===== config.mk =====
export PLATFORM = sky130hd
export DESIGN_NAME = slv_i2c_reg_ctrl
export DESIGN_NICKNAME = d
export VERILOG_FILES = /design/src/rtl/slv_i2c_reg_ctrl.sv
export SDC_FILE = /design/constraint.sdc
export NUM_CORES = 1
export LEC_CHECK = 0
export CAP_MARGIN = 5
export CORE_MARGIN = 5
export CORE_UTILIZATION = 30
export DETAILED_ROUTE_END_ITERATION = 8
export PLACE_DENSITY = 0.47
export SYNTH_ARGS = -nofsm -noshare
export SYNTH_HDL_FRONTEND = slang
export SYNTH_SLANG_ARGS = --single-unit
export TNS_END_PERCENT = 50

===== constraint.sdc =====
create_clock -name CLK -period 2.65 [get_ports CLK]
set_clock_uncertainty 0.15 [all_clocks]
set_input_delay 0.265 -clock CLK [delete_from_list [all_inputs] [get_ports CLK]]
set_output_delay 0.265 -clock CLK [all_outputs]
set_load 0.02 [all_outputs]

===== src/rtl/slv_i2c_reg_ctrl.sv =====
`default_nettype none
// ============================================================================
// Module      : slv_i2c_reg_ctrl
// Description : Register-file controller that sits behind a byte-level I2C
//               slave core. It decodes the address byte, uses the first byte
//               of a write transfer as the register pointer, and then writes
//               or reads the register file with a pointer that auto-increments.
//               A local (user) write port shares the register file. When both
//               sides write the same register in the same cycle, the I2C write
//               is kept.
// Ports       : CLK, RST_n            - clock, async active-low reset
//               I_ADDR_SLV, I_RW      - address byte fields from the core
//               I_DATA_RD, I_DATA_VL  - received byte and its valid pulse
//               I_ACK_MSTR, I_BUSY    - master ACK/NACK, bus busy (START..STOP)
//               O_ACK, O_DATA_WR      - slave ACK enable, byte to transmit
//               I_USR_WE/ADDR/DATA    - local write port
//               O_USR_DATA            - combinational local read
//               O_WR_STB, O_WR_ADDR   - I2C write notification
//               O_COLL                - local write lost to an I2C write
// Revision    : 1.0 - initial release
// ============================================================================
module slv_i2c_reg_ctrl #(
    parameter int                 DATA_SZ  = 8,
    parameter int                 REG_NUM  = 16,
    parameter logic [DATA_SZ-2:0] SLV_ADDR = 7'h3C
) (
    input  logic                       CLK,
    input  logic                       RST_n,
    input  logic [DATA_SZ-2:0]         I_ADDR_SLV,
    input  logic                       I_RW,
    input  logic [DATA_SZ-1:0]         I_DATA_RD,
    input  logic                       I_ACK_MSTR,
    input  logic                       I_BUSY,
    input  logic                       I_DATA_VL,
    output logic                       O_ACK,
    output logic [DATA_SZ-1:0]         O_DATA_WR,
    input  logic                       I_USR_WE,
    input  logic [$clog2(REG_NUM)-1:0] I_USR_ADDR,
    input  logic [DATA_SZ-1:0]         I_USR_DATA,
    output logic [DATA_SZ-1:0]         O_USR_DATA,
    output logic                       O_WR_STB,
    output logic [$clog2(REG_NUM)-1:0] O_WR_ADDR,
    output logic                       O_COLL
);

    localparam int AW = $clog2(REG_NUM);

    typedef enum logic [2:0] {
        ST_IDLE   = 3'd0,
        ST_ADDR   = 3'd1,
        ST_PTR    = 3'd2,
        ST_WR     = 3'd3,
        ST_RD     = 3'd4,
        ST_IGNORE = 3'd5
    } state_t;

    state_t             state;
    state_t             state_nxt;
    logic [AW-1:0]      ptr;
    logic [AW-1:0]      ptr_nxt;
    logic               busy_q;
    logic               busy_rise;
    logic               busy_fall;
    logic               addr_match;
    logic               i2c_we;
    logic [DATA_SZ-1:0] regs [REG_NUM];

    assign busy_rise  = I_BUSY & ~busy_q;
    assign busy_fall  = ~I_BUSY & busy_q;
    assign addr_match = (I_ADDR_SLV == SLV_ADDR);

    // ------------------------------------------------------------------------
    // FSM state register
    // ------------------------------------------------------------------------
    always_ff @(posedge CLK or negedge RST_n) begin
        if (!RST_n) begin
            state <= ST_IDLE;
        end else begin
            state <= state_nxt;
        end
    end

    // ------------------------------------------------------------------------
    // FSM next state, pointer update, write enable and ACK
    // ------------------------------------------------------------------------
    always_comb begin
        state_nxt = state;
        ptr_nxt   = ptr;
        i2c_we    = 1'b0;
        O_ACK     = 1'b0;

        case (state)
            ST_ADDR:   O_ACK = addr_match;
            ST_PTR,
            ST_WR,
            ST_RD:     O_ACK = 1'b1;
            default:   O_ACK = 1'b0;
        endcase

        // STOP wins over everything, including a byte completing in the
        // same cycle, so a truncated byte never reaches the register file.
        if (busy_fall) begin
            state_nxt = ST_IDLE;
        end else begin
            case (state)
                ST_IDLE: begin
                    if (busy_rise) begin
                        state_nxt = ST_ADDR;
                    end
                end
                ST_ADDR: begin
                    if (I_DATA_VL) begin
                        if (!addr_match) begin
                            state_nxt = ST_IGNORE;
                        end else if (I_RW) begin
                            state_nxt = ST_RD;
                        end else begin
                            state_nxt = ST_PTR;
                        end
                    end
                end
                ST_PTR: begin
                    if (I_DATA_VL) begin
                        ptr_nxt   = I_DATA_RD[AW-1:0];
                        state_nxt = ST_WR;
                    end
                end
                ST_WR: begin
                    if (I_DATA_VL) begin
                        i2c_we  = 1'b1;
                        ptr_nxt = ptr + AW'(1);
                    end
                end
                ST_RD: begin
                    if (I_DATA_VL) begin
                        if (I_ACK_MSTR) begin
                            state_nxt = ST_IGNORE;
                        end else begin
                            ptr_nxt = ptr + AW'(1);
                        end
                    end
                end
                default: begin
                    state_nxt = state;
                end
            endcase
        end
    end

    // ------------------------------------------------------------------------
    // Pointer, bus-busy history and registered outputs
    // ------------------------------------------------------------------------
    always_ff @(posedge CLK or negedge RST_n) begin
        if (!RST_n) begin
            ptr       <= '0;
            // Held high in reset so a bus that is still busy when reset is
            // released is not mistaken for a fresh START; the block waits
            // for the bus to go idle and start again.
            busy_q    <= 1'b1;
            O_DATA_WR <= '0;
            O_WR_STB  <= 1'b0;
            O_WR_ADDR <= '0;
            O_COLL    <= 1'b0;
        end else begin
            ptr       <= ptr_nxt;
            busy_q    <= I_BUSY;
            O_DATA_WR <= regs[ptr];
            O_WR_STB  <= i2c_we;
            if (i2c_we) begin
                O_WR_ADDR <= ptr;
            end
            O_COLL    <= i2c_we & I_USR_WE & (I_USR_ADDR == ptr);
        end
    end

    // ------------------------------------------------------------------------
    // Register file: I2C write has priority over a local write to the same
    // entry; writes to different entries both complete.
    // ------------------------------------------------------------------------
    always_ff @(posedge CLK or negedge RST_n) begin
        if (!RST_n) begin
            for (int i = 0; i < REG_NUM; i++) begin
                regs[i] <= '0;
            end
        end else begin
            for (int i = 0; i < REG_NUM; i++) begin
                if (i2c_we && (ptr == AW'(i))) begin
                    regs[i] <= I_DATA_RD;
                end else if (I_USR_WE && (I_USR_ADDR == AW'(i))) begin
                    regs[i] <= I_USR_DATA;
                end
            end
        end
    end

    assign O_USR_DATA = regs[I_USR_ADDR];

endmodule
`default_nettype wire


Yosys cells after proc, flatten, opt, wreduce, memory -nomap -nowiden
Index checks and enable logic that the tools add are counted.
{"block": "op_classes", "n_eq_ne": 45, "muxes": 56, "n_addsub": 1, "magnitude_cmp": 2, "shift": 0, "n_div": 0, "n_bitwise": 9, "reduce_logical": 56, "multipliers": 0}
{"op": "2-to-1 mux 8 bit", "count": 36}
{"op": "binary-select mux 8 bit (select 4 bit)", "count": 2}
{"op": "equality test 4 bit, second input constant", "count": 16}
{"op": "equality test 4 x 3 -> 1 bit, second input constant", "count": 8}
{"op": "logical AND 1 bit", "count": 32}
{"op": "nonzero test 2 bit", "count": 16}
{"op": "2-to-1 mux 3 bit", "count": 8}
{"op": "equality test 4 x 2 -> 1 bit, second input constant", "count": 4}
{"op": "2-to-1 mux 4 bit", "count": 4}
{"op": "!= test 3 bit, second input constant", "count": 5}
{"op": "case mux 3 bit (4 select lines)", "count": 1}
{"op": "case mux 4 bit (3 select lines)", "count": 1}
{"op": "AND reduction 6 bit", "count": 2}
{"op": "greater-or-equal comparator 5 bit, second input constant", "count": 2}
{"op": "inverter 4 -> 5 bit", "count": 2}
{"op": "equality test 4 x 1 -> 1 bit, second input constant", "count": 2}
{"op": "zero test 4 bit", "count": 2}
{"op": "!= test 2 bit, second input constant", "count": 4}
{"op": "equality test 7 x 6 -> 1 bit, second input constant", "count": 1}
{"op": "equality test 3 x 2 -> 1 bit, second input constant", "count": 2}
{"op": "nonzero test 5 bit", "count": 1}
{"op": "adder 4 x 1 -> 4 bit, second input constant", "count": 1}
{"op": "AND 1 bit", "count": 4}
{"op": "equality test 4 bit", "count": 1}
{"op": "other kinds (8)", "count": 12}
{"block": "word_totals", "latch_bits": 0, "wordCells": 192, "output_inout_bits": 23, "inputBits": 34, "reg_bits": 150, "ram_bits": 0, "romBits": 0, "memories": 0}

Depth between registers and ports, before layout
{"block": "depth", "word_depth": 5, "ltp_mapped": 9, "mapped_depth_nobuf": 6}

Least setup slack after synthesis
OpenSTA, ideal clock, no wires.
{"block": "synth_path", "kind": "register to register", "start": "register ptr[0]", "end": "register regs[40] in the netlist's numbering", "path_stages_with_launch": 8, "path_buffers": 3, "required_ns": 2.375, "t_arrival_ns": 1.791, "setup_ns": 0.125, "period_less_slack_ns": 2.066, "path_slack_ns": 0.584, "cell_sequence": "dfrtp_1 -> buf_2 -> buf_2 -> inv_1 -> ha_1 -> and3_1 -> clkbuf_2 -> mux2_2"}
{"block": "synth_between", "elab_chain_cells": 3, "word_cells_on_any_way": 4, "classes_between": "1 x eq/ne; 1 x mux; 2 x reduce/logical"}
{"item": "start, declared", "line": "59", "text": "logic [AW-1:0] ptr;"}
{"item": "start signal, assigned", "line": "165", "text": "ptr <= ptr_nxt;"}
{"item": "equality test 4 bit *", "line": "187", "text": "if (i2c_we && (ptr == AW'(i))) begin"}
{"item": "logical AND 1 bit *", "line": "187"}
{"item": "2-to-1 mux 8 bit or nonzero test 2 bit (tied branches)"}
{"item": "end signal, assigned by index", "line": "183", "text": "regs[i] <= '0;"}
{"item": "end signal, assigned by index", "line": "188", "text": "regs[i] <= I_DATA_RD;"}
{"item": "end signal, assigned by index", "line": "190", "text": "regs[i] <= I_USR_DATA;"}
{"item": "end, declared", "line": "66", "text": "logic [DATA_SZ-1:0] regs [REG_NUM];"}
Mark *: on every way between the ends. The rest lies on a longest branch, timed or not.
A chain may end at the register's enable or synchronous reset.

Worst setup path after layout
{"block": "layout_path", "start": "register regs[39] in the netlist's numbering", "end": "output port O_USR_DATA[7]"}
{"block": "layout_between", "elab_chain_cells": 3}
{"item": "binary-select mux 8 bit (select 4 bit)", "line": "196", "text": "assign O_USR_DATA = regs[I_USR_ADDR];"}
{"item": "2-to-1 mux 8 bit (not written as such) (2 in a row)", "line": "196"}
{"item": "end, declared", "line": "40", "text": "output logic [DATA_SZ-1:0] O_USR_DATA,"}
Every way passes these cells. The select of a mux whose other input is x is not followed.

==> impl_metrics.csv <==
group,metric,value,unit
global_routing,grt_pass1_wl,47.5,mm
floorplanning,ioPinCount,57,
worst_setup_path,critPathLaunchType,"flip-flop",
final_layout,areaGrowthSynthToFinish,21.2,%
logic_synthesis,synth_edf_count,0,
logic_synthesis,dominantRegCellSynth,"dfrtp_1",
floorplanning,dieArea,35100,um2
final_layout,final_util,36.5,%
floorplanning,core,31300,um2
pwr,power_density,799,nW/um2
clock_tree,cts_tree,"yes",
worst_setup_path,cp_max_fo,3,
run,cap_violations,0,
final_layout,final_nets,895,
routing,vias_per_cell,5.36,
logic_synthesis,syn-num-nets,811,
floorplanning,row_count,65,
worst_setup_path,cp.arrival,2.06,ns
routing,first_iter_violations,460,
pwr,p_leak,4.78,nW
pwr,power,0.00914,W
global_routing,grt_max_degree,62,
logic_synthesis,yosysTopAreaCell,"dfrtp_1",
routing,num_vias,6811,
placement,dpl.cell_count,1238,
clock_tree,clock_latency,0.43,ns
final_layout,final_cells,1271,
clock_tree,cts.path.max_buffers,2,
worst_setup_path,endpoint_kind,"output pin",
timing,slew_viol_final,0,
global_routing,grt_util_all_layers,17.9,%
clock_tree,clock-root-buffer,"clkbuf_16",
timing,whs,0.104,ns
timing,hold_violations,0,
routing,wire_per_inst,24.3,um
status,run_status,"finished, final reports clean",
pwr,vdd_drop_max,436,uV
logic_synthesis,yosysUniqueCellTypes,52,
timing,period_share,93.5,%
logic_synthesis,avgSynthCellArea,12.2,um2
routing,dr.pass1.iters,5,
logic_synthesis,yosys_warnings,0,
timing,setup_tns,0,ns
logic_synthesis,synthTopCellsByArea,"dfrtp_1 (39%), mux4_2 (15%), mux2_2 (14%)",
logic_synthesis,synthCells,772,
placement,dpl.hpwl,21.9,mm
global_routing,gr-total-overflow,0,
worst_setup_path,crit_required,2.24,ns
logic_synthesis,synth-seq-cells,150,
floorplanning,die_h,187,um
placement,port_buffers,56,
clock_tree,post_cts_buffers,0,
routing,ant_nets,0,
logic_synthesis,async_reset_ff_share,100,%
hold_path,min_path_type,"in -> async",
timing,fin_crit,2.48,ns
logic_synthesis,synth_most_common_cell,"dfrtp_1",
final_layout,drive_above_1_share,38.6,%
global_routing,grt_pass1_vias,7166,
clock_tree,numCtsBuffers,17,
timing,rsz0062_at_grt,"no",
global_routing,antenna_found_initial,0,
clock_tree,htree_levels,4,
logic_synthesis,synth_top_area_share,39.5,%
timing,relSlewSlack,43.6,%
worst_setup_path,crit_type,"reg -> out",
routing,routed_wirelength,30.9,mm
routing,drc,0,
clock_tree,clock-sinks,150,
logic_synthesis,synth.yosys.seq_area_share,39.8,%
timing,max_freq,403,MHz
clock_tree,clk_pin_slew,0.07,ns
logic_synthesis,yosys-top-cells-count,"dfrtp_1 (149), mux2_2 (118), nand2_1 (72), mux2i_1 (66), mux4_2 (64)",
floorplanning,die_w,187,um
floorplanning,start_util,30.2,%
timing,worstMarginPinSlew,0.843,ns
placement,routabilityCongestion,0.849,
final_layout,n_antenna_cell,0,
logic_synthesis,synthesis.area,9440,um2
timing,setup_viol,0,
[worst paths after layout]
path / startpoint / slack (ns) / cells after the start / to
worst max-delay path: regs[39] / 0.17 / 4 / O_USR_DATA[7]
worst min-delay path: RST_n / 0.10 / 2 / regs[91]
worst max register to register: ptr[0] / 0.40 / 4 / O_DATA_WR[7]
worst min register to register: O_WR_ADDR[2] / 0.36 / 1 / O_WR_ADDR[2]
max in group asynchronous: RST_n / 1.50 / 3 / regs[117]
min in group CLK: I_BUSY / 0.11 / 1 / busy_q
[critical path, stage by stage, from the launching register on]
cell,delay (ns)
dfrtp_1,0.42
mux4_2,0.50
a22oi_1,0.29
nand2_1,0.09
dlygate4sd2_1,0.33
[cell usage in the layout (no fill, tap or decap), types with 3 or more instances in the layout]
| cell | instances |
|---|---|
| nor2b_1 | 7 |
| clkinvlp_4 | 7 |
| ha_1 | 5 |
| mux4_2 | 64 |
| xor2_1 | 4 |
| inv_6 | 3 |
| and4_1 | 7 |
| nor2_2 | 8 |
| buf_12 | 13 |
| and3_1 | 5 |
| o21ai_1 | 20 |
| mux2_2 | 118 |
| inv_1 | 8 |
| o21ai_0 | 31 |
| dlygate4sd2_1 | 7 |
| or3_1 | 4 |
| dfrtp_1 | 147 |
| buf_4 | 70 |
| clkbuf_16 | 17 |
| nor2_1 | 21 |
| mux2_4 | 16 |
| mux2i_1 | 66 |
| clkdlybuf4s50_1 | 44 |
| nand2b_1 | 3 |
| a21oi_1 | 23 |
| nand2_1 | 72 |
| a22oi_1 | 32 |
[kinds of logic after synthesis]
kind of cell	Yosys count	synth area share, %
flip-flops	150	39.8
multiplexers	264	38.9
AND/OR/NAND/NOR	150	8.24
XOR/XNOR	5	0.464
buffers and inverters	83	4.66
adder cells (fa/ha/maj)	5	0.663
AO/OA/AOI/OAI	115	7.32
[metrics by stage]
step | setup WS, ns | area [um2]
after floorplan | 0.584 | 9440
after global placement | 0.0486 | 10900
after detailed placement | 0.0712 | 10900
after CTS | 0.0195 | 11400
after global routing | 0.102 | 11400
final | 0.171 | 11400
[registers in the layout (all words and copies together) (netlist names)]
name and cells:
O_COLL 1, O_DATA_WR 8, O_WR_ADDR 4, O_WR_STB 1, busy_q 1, ptr 4, regs 128, state 3
[timing repair]
action | in CTS | in global routing
setup endpoints to repair | 7 | 2
hold endpoints to repair | 140 | 0
hold buffers | 1 | 0
resized for setup | 7 | 2
[cell type report]
cell class	count	area, um2
Clock inverter	13	126
Multi-Input combinational cell	539	5250
Fill cell	3056	19900
Sequential cell	150	3760
Clock buffer	19	433
Timing Repair Buffer	140	1340
Inverter	8	30.0
Tap cell	402	503
[where the power goes]
group	total (W)	switching (W)	leakage (nW)	internal, W
logic	0.00329	0.00148	2.69	0.00181
clock network	0.00239	0.00109	0.249	0.00130
registers	0.00346	0.000604	1.85	0.00286
[layer usage]
layer | up-vias | track usage, % | share of wire (%)
li1 | 3046 | - | -
met1 | 3548 | 24.9 | 47
met2 | 194 | 28.8 | 47
met3 | 23 | 3.51 | 4.4
met4 | 0 | 4.52 | 1.5
met5 | - | 0 | 0
Note: power is estimated with default switching activity, not from simulation.
